## src/rtl/lsu_pkg.sv

```systemverilog
// -----------------------------------------------------------------------------
// lsu_pkg
// Shared definitions for the memory-stage load/store unit:
//   - RV32I funct3 encodings for loads and stores
//   - lsu_state_t : bus-transaction sequencer states
// -----------------------------------------------------------------------------
package lsu_pkg;

    // Load encodings
    localparam logic [2:0] F3_LB  = 3'b000;
    localparam logic [2:0] F3_LH  = 3'b001;
    localparam logic [2:0] F3_LW  = 3'b010;
    localparam logic [2:0] F3_LBU = 3'b100;
    localparam logic [2:0] F3_LHU = 3'b101;

    // Store encodings (only funct3[1:0] is meaningful for stores)
    localparam logic [2:0] F3_SB  = 3'b000;
    localparam logic [2:0] F3_SH  = 3'b001;
    localparam logic [2:0] F3_SW  = 3'b010;

    typedef enum logic [1:0] {
        IDLE   = 2'd0,  // no load outstanding; stores complete here
        WAIT_R = 2'd1,  // load accepted, waiting for read data
        DONE   = 2'd2   // read data captured, presented to M/W for one cycle
    } lsu_state_t;

endpackage

```

## src/rtl/mem_stage_lsu_load_extend.sv

```systemverilog
// -----------------------------------------------------------------------------
// load_extend
// Combinational load-data alignment and sign/zero extension.
//   word   : in  32  raw bus read word
//   off    : in   2  byte offset of the access (addr[1:0])
//   funct3 : in   3  load size/sign encoding
//   result : out 32  value written back to the register file
// Byte loads select byte[off]; halfword loads select half[off[1]]; LW and the
// undefined encodings 011/110/111 return the full word.
// -----------------------------------------------------------------------------
module load_extend
    import lsu_pkg::*;
(
    input  logic [31:0] word,
    input  logic [1:0]  off,
    input  logic [2:0]  funct3,
    output logic [31:0] result
);

    logic [7:0]  byte_sel;
    logic [15:0] half_sel;

    // NOTE: every variable assigned in always_comb gets a default first, so
    // no path through the block can leave it unassigned and infer a latch.
    always_comb begin
        byte_sel = word[{off, 3'b000} +: 8];
        half_sel = off[1] ? word[31:16] : word[15:0];
        result   = word;
        case (funct3)
            F3_LB:   result = {{24{byte_sel[7]}}, byte_sel};
            F3_LBU:  result = {24'h0, byte_sel};
            F3_LH:   result = {{16{half_sel[15]}}, half_sel};
            F3_LHU:  result = {16'h0, half_sel};
            default: result = word;
        endcase
    end

endmodule

```

## src/rtl/mem_stage_lsu.sv

```systemverilog
// -----------------------------------------------------------------------------
// mem_stage_lsu
// Memory-stage load/store unit of the 5-stage RV32I pipeline. Turns
// MemReadM/MemWriteM into a single-outstanding req/ready + rvalid bus
// transaction and stalls the pipeline while a bus access is pending.
//
// Ports
//   clk, reset          : clock, asynchronous active-high reset
//   ALUResultM          : in  32      effective address
//   WriteDataM          : in  32      store data (rs2)
//   MemReadM/MemWriteM  : in   1      load / store in M (both set = store)
//   Funct3M             : in   3      access size/sign
//   ReadDataM           : out 32      extended load data (valid in DONE)
//   StallM              : out  1      freeze IF..M and hold E/M
//   MisalignM           : out  1      misaligned-access flag
//   mem_req/we/addr     : out         bus request, write flag, word address
//   mem_wdata/mem_be    : out         lane-replicated data, byte enables
//   mem_ready           : in   1      bus accepts the request this cycle
//   mem_rvalid/rdata    : in          read data return
//
// Configuration
//   LSU_MISALIGN_TRAP_EN : when defined, misaligned halfword/word accesses
//   raise MisalignM for one cycle and issue no bus request. When undefined,
//   MisalignM is tied 0 and offset bits beyond the access size are ignored.
// -----------------------------------------------------------------------------
module mem_stage_lsu
    import lsu_pkg::*;
#(
    parameter int ADDR_W = 32
) (
    input  logic              clk,
    input  logic              reset,
    input  logic [31:0]       ALUResultM,
    input  logic [31:0]       WriteDataM,
    input  logic              MemReadM,
    input  logic              MemWriteM,
    input  logic [2:0]        Funct3M,
    output logic [31:0]       ReadDataM,
    output logic              StallM,
    output logic              MisalignM,
    output logic              mem_req,
    output logic              mem_we,
    output logic [ADDR_W-1:0] mem_addr,
    output logic [31:0]       mem_wdata,
    output logic [3:0]        mem_be,
    input  logic              mem_ready,
    input  logic              mem_rvalid,
    input  logic [31:0]       mem_rdata
);

    lsu_state_t  state, state_next;
    logic [31:0] rdata_q;
    logic [1:0]  off_q;
    logic [2:0]  f3_q;

    logic        access;
    logic        misalign;
    logic        load_accept;
    logic [1:0]  off;
    logic [3:0]  store_be;
    logic [31:0] store_wdata;
    logic [31:0] ext_data;

    assign access = MemReadM | MemWriteM;
    assign off    = ALUResultM[1:0];

`ifdef LSU_MISALIGN_TRAP_EN
    // funct3[1:0]==01 is a halfword, funct3[1]==1 a word access.
    assign misalign = access &&
                      (((Funct3M[1:0] == 2'b01) && off[0]) ||
                       (Funct3M[1] && (off != 2'b00)));
`else
    assign misalign = 1'b0;
`endif

    // Store lane placement: data is replicated across lanes so the byte
    // enables alone select which bytes the memory updates.
    always_comb begin
        store_be    = 4'b1111;
        store_wdata = WriteDataM;
        case ({1'b0, Funct3M[1:0]})
            F3_SB: begin
                store_be    = 4'b0001 << off;
                store_wdata = {4{WriteDataM[7:0]}};
            end
            F3_SH: begin
                store_be    = 4'b0011 << {off[1], 1'b0};
                store_wdata = {2{WriteDataM[15:0]}};
            end
            default: begin
                store_be    = 4'b1111;
                store_wdata = WriteDataM;
            end
        endcase
    end

    load_extend u_load_extend (
        .word   (rdata_q),
        .off    (off_q),
        .funct3 (f3_q),
        .result (ext_data)
    );

    // Next-state and outputs. Outputs are forced to 0 while reset is held so
    // the bus sees no request even if the M inputs carry a stale access.
    always_comb begin
        state_next  = state;
        load_accept = 1'b0;
        ReadDataM   = '0;
        StallM      = 1'b0;
        MisalignM   = 1'b0;
        mem_req     = 1'b0;
        mem_we      = 1'b0;
        mem_addr    = '0;
        mem_wdata   = '0;
        mem_be      = '0;
        if (!reset) begin
            case (state)
                IDLE: begin
                    if (misalign) begin
                        MisalignM = 1'b1;
                    end else if (access) begin
                        mem_req   = 1'b1;
                        mem_we    = MemWriteM;
                        mem_addr  = {ALUResultM[ADDR_W-1:2], 2'b00};
                        mem_wdata = store_wdata;
                        mem_be    = MemWriteM ? store_be : 4'b1111;
                        if (MemWriteM) begin
                            StallM = !mem_ready;
                        end else begin
                            // Loads stall even on acceptance: data comes later.
                            StallM = 1'b1;
                            if (mem_ready) begin
                                load_accept = 1'b1;
                                state_next  = WAIT_R;
                            end
                        end
                    end
                end
                WAIT_R: begin
                    StallM = 1'b1;
                    if (mem_rvalid) state_next = DONE;
                end
                DONE: begin
                    ReadDataM  = ext_data;
                    state_next = IDLE;
                end
                default: state_next = IDLE;
            endcase
        end
    end

    // NOTE: sequential state uses non-blocking assignments so every register
    // samples the pre-edge values regardless of statement order.
    always_ff @(posedge clk or posedge reset) begin
        if (reset) begin
            state   <= IDLE;
            rdata_q <= '0;
            off_q   <= '0;
            f3_q    <= '0;
        end else begin
            state <= state_next;
            if (load_accept) begin
                off_q <= off;
                f3_q  <= Funct3M;
            end
            if ((state == WAIT_R) && mem_rvalid) begin
                rdata_q <= mem_rdata;
            end
        end
    end

endmodule
```

## config.mk

```make
export PLATFORM = sky130hd
export DESIGN_NAME = mem_stage_lsu
export DESIGN_NICKNAME = d
export VERILOG_FILES = /design/src/rtl/lsu_pkg.sv /design/src/rtl/mem_stage_lsu_load_extend.sv /design/src/rtl/mem_stage_lsu.sv
export SDC_FILE = /design/constraint.sdc
export NUM_CORES = 1
export LEC_CHECK = 0
export ABC_AREA = 0
export CAP_MARGIN = 0
export CORE_ASPECT_RATIO = 0.6
export CORE_MARGIN = 10
export CORE_UTILIZATION = 25
export DETAILED_ROUTE_END_ITERATION = 10
export DONT_BUFFER_PORTS = 1
export GPL_TIMING_DRIVEN = 0
export PLACE_DENSITY = 0.43
export SETUP_SLACK_MARGIN = 0.2
export SLEW_MARGIN = 0
export SYNTH_ARGS = -nofsm -noshare
export SYNTH_HDL_FRONTEND = slang
export SYNTH_SLANG_ARGS = --single-unit
```

## constraint.sdc

```tcl
create_clock -name clk -period 1.79 [get_ports clk]
set_input_delay 0.0895 -clock clk [delete_from_list [all_inputs] [get_ports clk]]
set_output_delay 0.0895 -clock clk [all_outputs]
set_load 0.005 [all_outputs]
```

==> metrics.yaml, run 1 <==
status:
  status: "finished, violations left"
  violations: "setup timing"
synth:
  synth_edf_count: 0
  post_synth.cell_area_avg_um2: 9.05
  synth.area.top_cells: "dfrtp_1 29%, mux2_2 19%, and2_1 7.4%, mux2i_1 4.8%, o21ai_0 4.2%"
  synth.most_common_cell: "mux2_2"
  yosysSeqAreaShare_pct: 29.5
  yosysTopAreaCell: "dfrtp_1"
  async_flop_share_pct: 100
  synth_top_area_share_pct: 29.5
  syn_inst: 366
  synth_cell_types: 46
  synth_common_cells: "56 x mux2_2, 39 x and2_1, 39 x dfrtp_1, 28 x nor2_1, 28 x o21ai_0"
  synth_area_um2: 3310
  synth_ff_type: "dfrtp_1"
  synth_seq_cells: 39
  ys.warnings.count: 0
floorplan:
  io_pins: 209
  dieWidth_um: 169
  die_area_um2: 18400
  die_h_um: 109
  core-area_um2: 12900
  initial_utilization_pct: 25.7
  num_rows: 32
critical_path:
  worstReg2RegStart: "state[1]$_DFFE_PP0P_"
  crit_start: "off_q[1]$_DFFE_PP0P_"
  crit_slowest_cell: "dfrtp_1"
  cpPeakStageDelay_ns: 0.37
  critPathLaunchType: "register"
  cp-end-kind: "output pin"
  worst_path_most_repeated_cell: "buf_6"
  crit_type: "register to output pin"
  critPathArrivalTime_ns: 1.71
  worstPathRequired_ns: 1.70
  cp_max_fo: 7
  worstPathCellList: "buf_6, mux2_4, a31oi_4, buf_6, o22ai_4"
sta:
  fin_hold_ws_ns: 0.0254
  slew_viol_final: 0
  period_needed_ns: 1.80
  worstMarginPinSlew_ns: 0.912
  slew_headroom_pct: 39.1
  setup_tns_ns: -0.0420
  period_share_pct: 101
  setup_viol: 5
  finalWorstSetupSlack_ns: -0.0130
  fmax_mhz: 555
  rsz0062_at_grt: "yes"
  fin_skew_ns: 0.00505
  hold_viol_final: 0
hold_path:
  worst_hold_path_type: "input port to asynchronous set/reset pin"
cts:
  clockBufferDepth: 2
  root_buffer: "clkbuf_16"
  htreeDepth: 2
  cts_tree: "done"
  cts_num_sinks: 39
  numCtsBuffers: 5
  clk_latency_ns: 0.28
  cts.clk_slew.worst_paths_ns: 0.06
global_routing:
  grt_pass1_wl_um: 20500
  grt_overflow: 0
  antenna_found_initial: 0
  grt_usage_pct: 14.2
  grt_pass1_vias: 3141
  grt_start_max_net_pins: 40
final_layout:
  syn_to_final_growth_pct: 75.6
  regArea_um2: 981
  fillers: 1199
  multiInputGateArea_um2: 3050
  drive_above_1_share_pct: 59.0
  final_cells: 624
  n_antenna_cell: 0
  fin_nets: 558
detailed_routing:
  drc: 0
  routedWlPerCell_um: 23.9
  via_count: 3286
  wirelength_um: 14900
  ant_nets: 0
  drt-pass1-iter-count: 4
  drtIter0Drc: 245
  viasPerCell: 5.27
flow_run:
  drv_cap: 0
placed_design:
  dp_hpwl_um: 10700
  pre_cts_slack_ns: -0.0589
  dp.cells: 538
  port_buffers: 0
  routabilityCongestion: 0.812
pwr:
  powerDensity_nw_per_um2: 1100
  p_leak_nw: 2.22
  ir_drop_uv: 499
path summary, 6_finish.rpt:
kind,cells past startpoint,to,slack (ns)
max,5,ReadDataM[24],-0.01
min,2,state[1]$_DFFE_PP0P_,0.03
max reg2reg,6,rdata_q[22]$_DFFE_PP0P_,0.16
min reg2reg,1,rdata_q[2]$_DFFE_PP0P_,0.51
max in group asynchronous,2,off_q[0]$_DFFE_PP0P_,1.16
min in group clk,3,state[0]$_DFFE_PP0P_,0.04
repair_timing:
action	CTS	global route
pin swaps	22	46
endpoints found under the hold margin	35	0
buffers inserted	22	10
gates resized for setup	176	133
endpoints found under the setup margin	119	125
cloned	5	7
hold buffers	35	0
placed cells by master (no fill, tap or decap), types with 11 or more instances in the layout:
master         instances
o21ai_1               13
o22ai_4               16
nor2_1                11
mux2i_1               16
inv_1                 17
o21ai_0               15
nor2_4                17
dlygate4sd3_1         35
buf_6                 32
buf_4                 16
a21oi_4               12
o211ai_1              16
mux2_2                40
dfrtp_1               35
and2_4                38
mux2_4                16
kinds of logic (layout without fill, tap and decap cells):
| logic type | count (synthesis) | in the layout | share of synthesized area [%] |
|---|---|---|---|
| simple gates | 92 | 92 | 15.3 |
| mux | 72 | 72 | 23.9 |
| flops | 39 | 39 | 29.5 |
| compound gates | 105 | 105 | 23.1 |
| other cells | 1 | 3 | 0.113 |
| buf+inv | 57 | 143 | 8.16 |
registers in the layout, summed over array words and instances, names as in the netlist:
name and flops:
rdata_q 32, f3_q 3, off_q 2, state 2
power by group:
part           leakage, nW  internal (mW)  switching [mW]
registers            0.463           1.25           0.521
logic                 1.67           1.76            1.80
clock network       0.0868          0.694           0.369
total                 2.22           3.70            2.69
layer usage:
metal / up-vias / GRT usage [%] / part of all wire, %
li1: 1497 / - / -
met1: 1646 / 19.1 / 44
met2: 139 / 21.6 / 47
met3: 4 / 5.43 / 8.7
met4: 0 / 1.86 / 0.54
met5: - / 0 / 0
cell type report:
type	instances	share of cell area, %
multi-input combinational	272	52.5
sequential	39	16.9
timing repair buffer	79	16.2
buffer	35	6.30
tap	170	3.66
clock buffer	6	2.39
inverter	21	1.53
clock inverter	2	0.602
worst max-delay path: cells and delay by family (launching register included):
kind                   cells  cell delay (ns)
muxes                      1             0.32
DFF                        1             0.37
AOI/OAI and AO/OA          2             0.39
buffers and inverters      2             0.36
per-stage QoR:
stage / cell area (um2) / utilization [%] / total power, mW
2_1_floorplan: 3320 / - / 2.95
5_1_grt: 5820 / 45.1 / 6.68
6_report: 5820 / 45.1 / 6.39
3_5_place_dp: 3530 / 27.4 / 3.50
4_1_cts: 5080 / 39.4 / 5.75
3_3_place_gp: 3530 / 27.4 / 3.48
Power figures use the tool's default switching activity.
==> run 2, diff against run 1 <==
--- a/config.mk
+++ b/config.mk
@@ -14,6 +14,7 @@
 export DONT_BUFFER_PORTS = 1
 export GPL_TIMING_DRIVEN = 0
 export PLACE_DENSITY = 0.43
+export RECOVER_POWER = 50
 export SETUP_SLACK_MARGIN = 0.2
 export SLEW_MARGIN = 0
 export SYNTH_ARGS = -nofsm -noshare
==> run 2 against run 1 <==
  * The run ends with capacitance limit, slew limit, setup timing left
  * Die area did not move
  * Critical path depth did not move
  * First-iteration DRC count fell by 9.4%
  * Wire length rose by 0.38%
  * Final area fell by 0.84%
  * Critical path type unchanged
==> metrics.yaml, run 2 (synthesis results as in run 1) <==
detailed_routing:
  viasPerCell: 5.24  # -0.52%
  drtIter0Drc: 222  # -9.4%
  drc: 0  # unchanged
  ant_nets: 0  # unchanged
  wirelength_um: 15000  # +0.38%
  drt-pass1-iter-count: 4  # unchanged
  via_count: 3269  # -0.52%
  routedWlPerCell_um: 24.0  # +0.38%
placed_design:
  routabilityCongestion: 0.812  # unchanged
  port_buffers: 0  # unchanged
  dp_hpwl_um: 10700  # unchanged
  pre_cts_slack_ns: -0.0589  # unchanged
  placed_cell_area_um2: 3530  # unchanged
floorplan:
  core-area_um2: 12900  # unchanged
  die_area_um2: 18400  # unchanged
  die_h_um: 109  # unchanged
  num_rows: 32  # unchanged
  initial_utilization_pct: 25.7  # unchanged
  dieWidth_um: 169  # unchanged
  io_pins: 209  # unchanged
cts:
  numCtsBuffers: 5  # unchanged
  htreeDepth: 2  # unchanged
  clk_latency_ns: 0.28  # about the same
  clockBufferDepth: 2  # unchanged
  cts_num_sinks: 39  # unchanged
  cts_tree: "done"
  root_buffer: "clkbuf_16"
  cts.clk_slew.worst_paths_ns: 0.06  # about the same
critical_path:
  worstPathCellList: "buf_6, mux2_4, a31oi_4, buf_6, o22ai_4"
  reg2reg_depth: 6  # unchanged
  worst_path_most_repeated_cell: "buf_6"
  cpPeakStageDelay_ns: 0.37  # about the same
  reg2reg_slack_ns: 0.10  # -0.06 ns
  cp-end-kind: "output pin"
  crit_slowest_cell: "dfrtp_1"
  crit_type: "register to output pin"
  path_delay_family: "compound AO/OA/AOI/OAI gates"
  critPathLaunchType: "register"
  reg2reg_to: "rdata_q[22]$_DFFE_PP0P_"
  cp_max_fo: 7  # unchanged
  worstPathRequired_ns: 1.70  # about the same
  critPathArrivalTime_ns: 1.71  # about the same
  worstReg2RegStart: "state[0]$_DFFE_PP0P_"
  worst-path-buf-inv: 2  # unchanged
sta:
  setup_tns_ns: -0.0473  # -0.00526 ns
  fin_skew_ns: 0.00544  # +0.000397 ns
  period_share_pct: 101  # about the same
  fmax_mhz: 554  # about the same
  fin_hold_ws_ns: 0.0410  # +0.0156 ns
  rsz0062_at_grt: "yes"
  slew_headroom_pct: -6.38  # -45 points
  finalWorstSetupSlack_ns: -0.0136  # -0.000534 ns
  hold_viol_final: 0  # unchanged
  setup_viol: 6  # +1
  slew_viol_final: 40  # +40
  worstMarginPinSlew_ns: 1.59  # +0.682 ns
  period_needed_ns: 1.80  # +0.000534 ns
flow_run:
  drv_cap: 1  # +1
final_layout:
  top_register: "rdata_q"
  final_cell_mix: "40 x mux2_2, 38 x and2_4, 35 x dfrtp_1, 35 x dlygate4sd3_1, 29 x buf_6"
  final_common_cell: "mux2_2"
  stdcell_area_um2: 5770  # -0.84%
  largest_reg_flops: 32  # unchanged
  multiInputGateArea_um2: 3040  # -0.25%
  regArea_um2: 981  # unchanged
  syn_to_final_growth_pct: 74.2
  fin_nets: 558  # unchanged
  drive_above_1_share_pct: 58.4  # -0.66 points
  reg_top3: "rdata_q (32), f3_q (3)"
  n_antenna_cell: 0  # unchanged
  fillers: 1207  # +0.67%
pwr:
  ir_drop_uv: 498  # -0.10%
  power_mw: 6.38  # -0.22%
  p_leak_nw: 2.20  # -0.87%
  powerDensity_nw_per_um2: 1110  # +0.63%
hold_path:
  whs_endpoint: "state[0]$_DFFE_PP0P_"
  min_path_cells: 3
  worst_hold_path_type: "input port to register"
  min_from: "mem_rvalid"
global_routing:
  grt_pass1_vias: 3141  # unchanged
  grt_usage_pct: 14.2  # unchanged
  grt_start_max_net_pins: 40  # unchanged
  grt_pass1_wl_um: 20500  # unchanged
  grt_overflow: 0  # unchanged
  antenna_found_initial: 0  # unchanged
status:
  status: "finished, violations left"
  violations: "capacitance limit, slew limit, setup timing"
==> run 2: cell count changes in the layout (fill, tap and decap cells not counted), sizes merged <==
cell	change
buf	-7
clkbuf	+7
==> run 2: where the power goes <==
group	internal (mW)	leakage [nW]	total [mW]	switching, mW
Clock	0.694	0.0868	1.06	0.368
Combinational	1.74	1.65	3.54	1.80
Sequential	1.25	0.463	1.78	0.529
Total	3.68	2.20	6.38	2.70
==> run 2: worst min-delay path, stage by stage <==
cell and delay [ns]:
nor2_1 0.06, o21ai_0 0.08, nand2b_1 0.07
==> run 2: worst max path at each step <==
stage / startpoint / endpoint / slack, ns / cells past startpoint
3_3_place_gp: state[1]$_DFFE_PP0P_ / ReadDataM[31] / -0.007 / 4
3_5_place_dp: state[1]$_DFFE_PP0P_ / ReadDataM[31] / -0.06 / 4
5_1_grt: state[0]$_DFFE_PP0P_ / ReadDataM[23] / -0.07 / 6
4_1_cts: state[0]$_DFFE_PP0P_ / ReadDataM[14] / -0.002 / 4
6_report: off_q[1]$_DFFE_PP0P_ / ReadDataM[24] / -0.01 / 5
2_1_floorplan: off_q[0]$_DFFE_PP0P_ / ReadDataM[10] / 0.34 / 3
==> run 2: metrics by stage <==
step                      std cells  utilization (%)
final                           624             44.7
after floorplan                 368                -
after detailed placement        538             27.4
after CTS                       607             39.4
after global routing            624             44.7
after global placement          538             27.4
==> run 2: cell type report <==
cell class	instances	area share (%)
clock buffer	6	2.41
clock inverter	2	0.607
inverter	21	1.54
tap	170	3.69
sequential	39	17.0
multi-input combinational	272	52.8
buffer	35	6.23
timing repair buffer	79	15.7
==> run 2: metal layers <==
metal  track usage (%)  vias to the layer above  share of wire [%]
met3              5.43                        6                7.8
li1                  -                     1493                  -
met4              1.86                        0               0.62
met2              21.6                      137                 46
met1              19.1                     1633                 45
met5                 0                        -                  0
==> run 2: repair_timing <==
action	4_1_cts	5_1_grt
endpoints found under the setup margin	119	125
gates resized for setup	176	133
hold buffers	35	0
pin swaps	22	46
endpoints found under the hold margin	35	0
buffers inserted	22	10
gates cloned	5	7
==> run 3, diff against run 2 <==
--- a/config.mk
+++ b/config.mk
@@ -7,7 +7,7 @@
 export LEC_CHECK = 0
 export ABC_AREA = 0
 export CAP_MARGIN = 0
-export CORE_ASPECT_RATIO = 0.6
+export CORE_ASPECT_RATIO = 1.5
 export CORE_MARGIN = 10
 export CORE_UTILIZATION = 25
 export DETAILED_ROUTE_END_ITERATION = 10
==> constraint.sdc (replaced) <==
create_clock -name clk -period 1.79 [get_ports clk]
set_input_delay 0.358 -clock clk [delete_from_list [all_inputs] [get_ports clk]]
set_output_delay 0.358 -clock clk [all_outputs]
set_load 0.005 [all_outputs]
==> run 3 against run 2 <==
  * The run ends with setup timing left
  * Non-clock buffer count is 38 lower
  * Critical endpoint is now ReadDataM[4]
  * Wire length is 4.5% lower
  * Die area is 0.31% lower
  * Largest power group unchanged
==> metrics.yaml, run 3 (synthesis results as in run 1) <==
pwr:
  p_leak_nw: 1.99  # -9.7%
  powerDensity_nw_per_um2: 1100  # -0.30%
  ir_drop_uv: 357  # -28%
  power_mw: 5.85  # -8.3%
cts:
  root_buffer: "clkbuf_16"
  numCtsBuffers: 5  # unchanged
  cts_tree: "done"
  clockBufferDepth: 2  # unchanged
  htreeDepth: 2  # unchanged
  cts_num_sinks: 39  # unchanged
  clk_latency_ns: 0.28  # about the same
  cts.clk_slew.worst_paths_ns: 0.06  # about the same
floorplan:
  num_rows: 51  # +59%
  die_h_um: 161  # +47%
  io_pins: 209  # unchanged
  die_area_um2: 18300  # -0.31%
  dieWidth_um: 114  # -32%
  initial_utilization_pct: 25.4  # -0.25 points
  core-area_um2: 13000  # +0.97%
critical_path:
  crit_type: "register to output pin"
  reg2reg_slack_ns: 0.18  # +0.08 ns
  reg2reg_depth: 6  # unchanged
  crit_start: "state[0]$_DFFE_PP0P_"
  worstSetupEndpoint: "ReadDataM[4]"
  critPathArrivalTime_ns: 1.72  # about the same
  reg2reg_to: "f3_q[0]$_DFFE_PP0P_"
  cp-end-kind: "output pin"
  worstReg2RegStart: "state[1]$_DFFE_PP0P_"
  worstPathRequired_ns: 1.43  # -0.27 ns
  cp_max_fo: 7  # unchanged
  critPathLaunchType: "register"
sta:
  finalWorstSetupSlack_ns: -0.292  # -0.279 ns
  fmax_mhz: 480  # -13%
  slew_viol_final: 0  # -100%
  slew_headroom_pct: 43.5  # +50 points
  period_share_pct: 116  # +16 points
  fin_hold_ws_ns: 0.220  # +0.179 ns
  worstMarginPinSlew_ns: 0.847  # -0.747 ns
  hold_viol_final: 0  # unchanged
  rsz0062_at_grt: "yes"
  fin_skew_ns: 0.00498  # -0.000467 ns
  setup_viol: 99  # +93
  period_needed_ns: 2.08  # +0.279 ns
detailed_routing:
  drt-pass1-iter-count: 4  # unchanged
  drc: 0  # unchanged
  wirelength_um: 14300  # -4.5%
  viasPerCell: 5.39  # +2.9%
  via_count: 3106  # -5.0%
  routedWlPerCell_um: 24.8  # +3.5%
  drtIter0Drc: 101  # -55%
  ant_nets: 0  # unchanged
flow_run:
  drv_cap: 0  # -1
global_routing:
  grt_start_max_net_pins: 40  # unchanged
  grt_pass1_wl_um: 21400  # +4.0%
  antenna_found_initial: 3  # +3
  grt_overflow: 0  # unchanged
  grt_pass1_vias: 3501  # +11%
  grt_usage_pct: 14.8  # +0.64 points
final_layout:
  final_cells: 576  # -7.7%
  drive_above_1_share_pct: 67.1  # +8.7 points
  final_cell_mix: "52 x mux2_2, 38 x and2_4, 34 x dfrtp_1"
  stdcell_area_um2: 5310  # -8.0%
  multiInputGateArea_um2: 3000  # -1.6%
  reg_top3: "rdata_q (32), f3_q (3)"
  largest_reg_flops: 32  # unchanged
  fillers: 1265  # +4.8%
  final_common_cell: "mux2_2"
  top_register: "rdata_q"
  fin_nets: 520  # -6.8%
  syn_to_final_growth_pct: 60.3
  regArea_um2: 982  # +0.13%
status:
  status: "finished, violations left"
  violations: "setup timing"
placed_design:
  pre_cts_slack_ns: -0.325  # -0.266 ns
  placed_cell_area_um2: 3720  # +5.4%
  port_buffers: 0  # unchanged
  dp.cells: 527  # -2.0%
  dp_hpwl_um: 11100  # +2.9%
  routabilityCongestion: 0.800  # -1.4%
hold_path:
  worst_hold_path_type: "input port to register"
==> run 3: cell types whose count changed in the layout (fill, tap and decap cells not counted), sizes merged <==
cell / previous run / this run
clkinv: 3 / 2
inv: 19 / 20
dlygate4sd3: 35 / 0
clkbuf: 26 / 22
bufinv: 1 / 0
buf: 58 / 61
bufbuf: 1 / 0
diode: 0 / 1
==> run 3: through the flow <==
stage	TNS [ns]	utilization (%)
3_3_place_gp	-5.73	28.6
4_1_cts	-16.50	39.8
6_report	-17.20	40.8
3_5_place_dp	-4.78	28.6
5_1_grt	-24.93	40.8
2_1_floorplan	0	-
==> run 3: where the power goes <==
group          switching, mW  internal [mW]
Combinational           1.65           1.61
Clock                  0.335          0.514
Sequential             0.480           1.26
Total                   2.47           3.38
==> run 3: area by class of cell <==
cell class,count,area share [%]
Multi-Input combinational cell,272,56.5
Tap cell,159,3.75
Sequential cell,39,18.5
Clock buffer,7,2.50
Timing Repair Buffer,40,9.85
Clock inverter,1,0.0943
Antenna cell,1,0.0471
Inverter,21,1.51
Buffer,36,7.28
==> run 3: worst max-delay path, cell delays in order, from the launching register on <==
cell and delay, ns:
dfrtp_2 0.41, or3b_4 0.37, buf_6 0.14, buf_12 0.14, buf_8 0.13, a211oi_4 0.24
==> run 3: repair_timing <==
action / in CTS / in global routing
cloned: 8 / 0
hold buffers: 0 / 0
pin swaps: 64 / 23
setup endpoints to repair: 100 / 133
buffers inserted: 24 / 8
gates resized for setup: 227 / 22
==> run 3: worst min-delay path by stage <==
stage	start	end	slack, ns	cells after the start
floorplan	rdata_q[0]$_DFFE_PP0P_	rdata_q[0]$_DFFE_PP0P_	0.48	1
global placement	rdata_q[0]$_DFFE_PP0P_	rdata_q[0]$_DFFE_PP0P_	0.49	1
detailed placement	rdata_q[1]$_DFFE_PP0P_	rdata_q[1]$_DFFE_PP0P_	0.49	1
CTS	mem_rdata[7]	rdata_q[7]$_DFFE_PP0P_	0.22	1
global route	mem_rdata[22]	rdata_q[22]$_DFFE_PP0P_	0.21	1
finish	mem_rdata[12]	rdata_q[12]$_DFFE_PP0P_	0.22	1
==> run 3: routing by layer <==
layer / global-route usage (%) / share of wire, % / vias up
li1: - / - / 1416
met1: 13.3 / 33 / 1527
met2: 29.5 / 58 / 139
met3: 5.15 / 7.4 / 20
met4: 4.06 / 1.8 / 4
met5: 0 / 0.20 / -
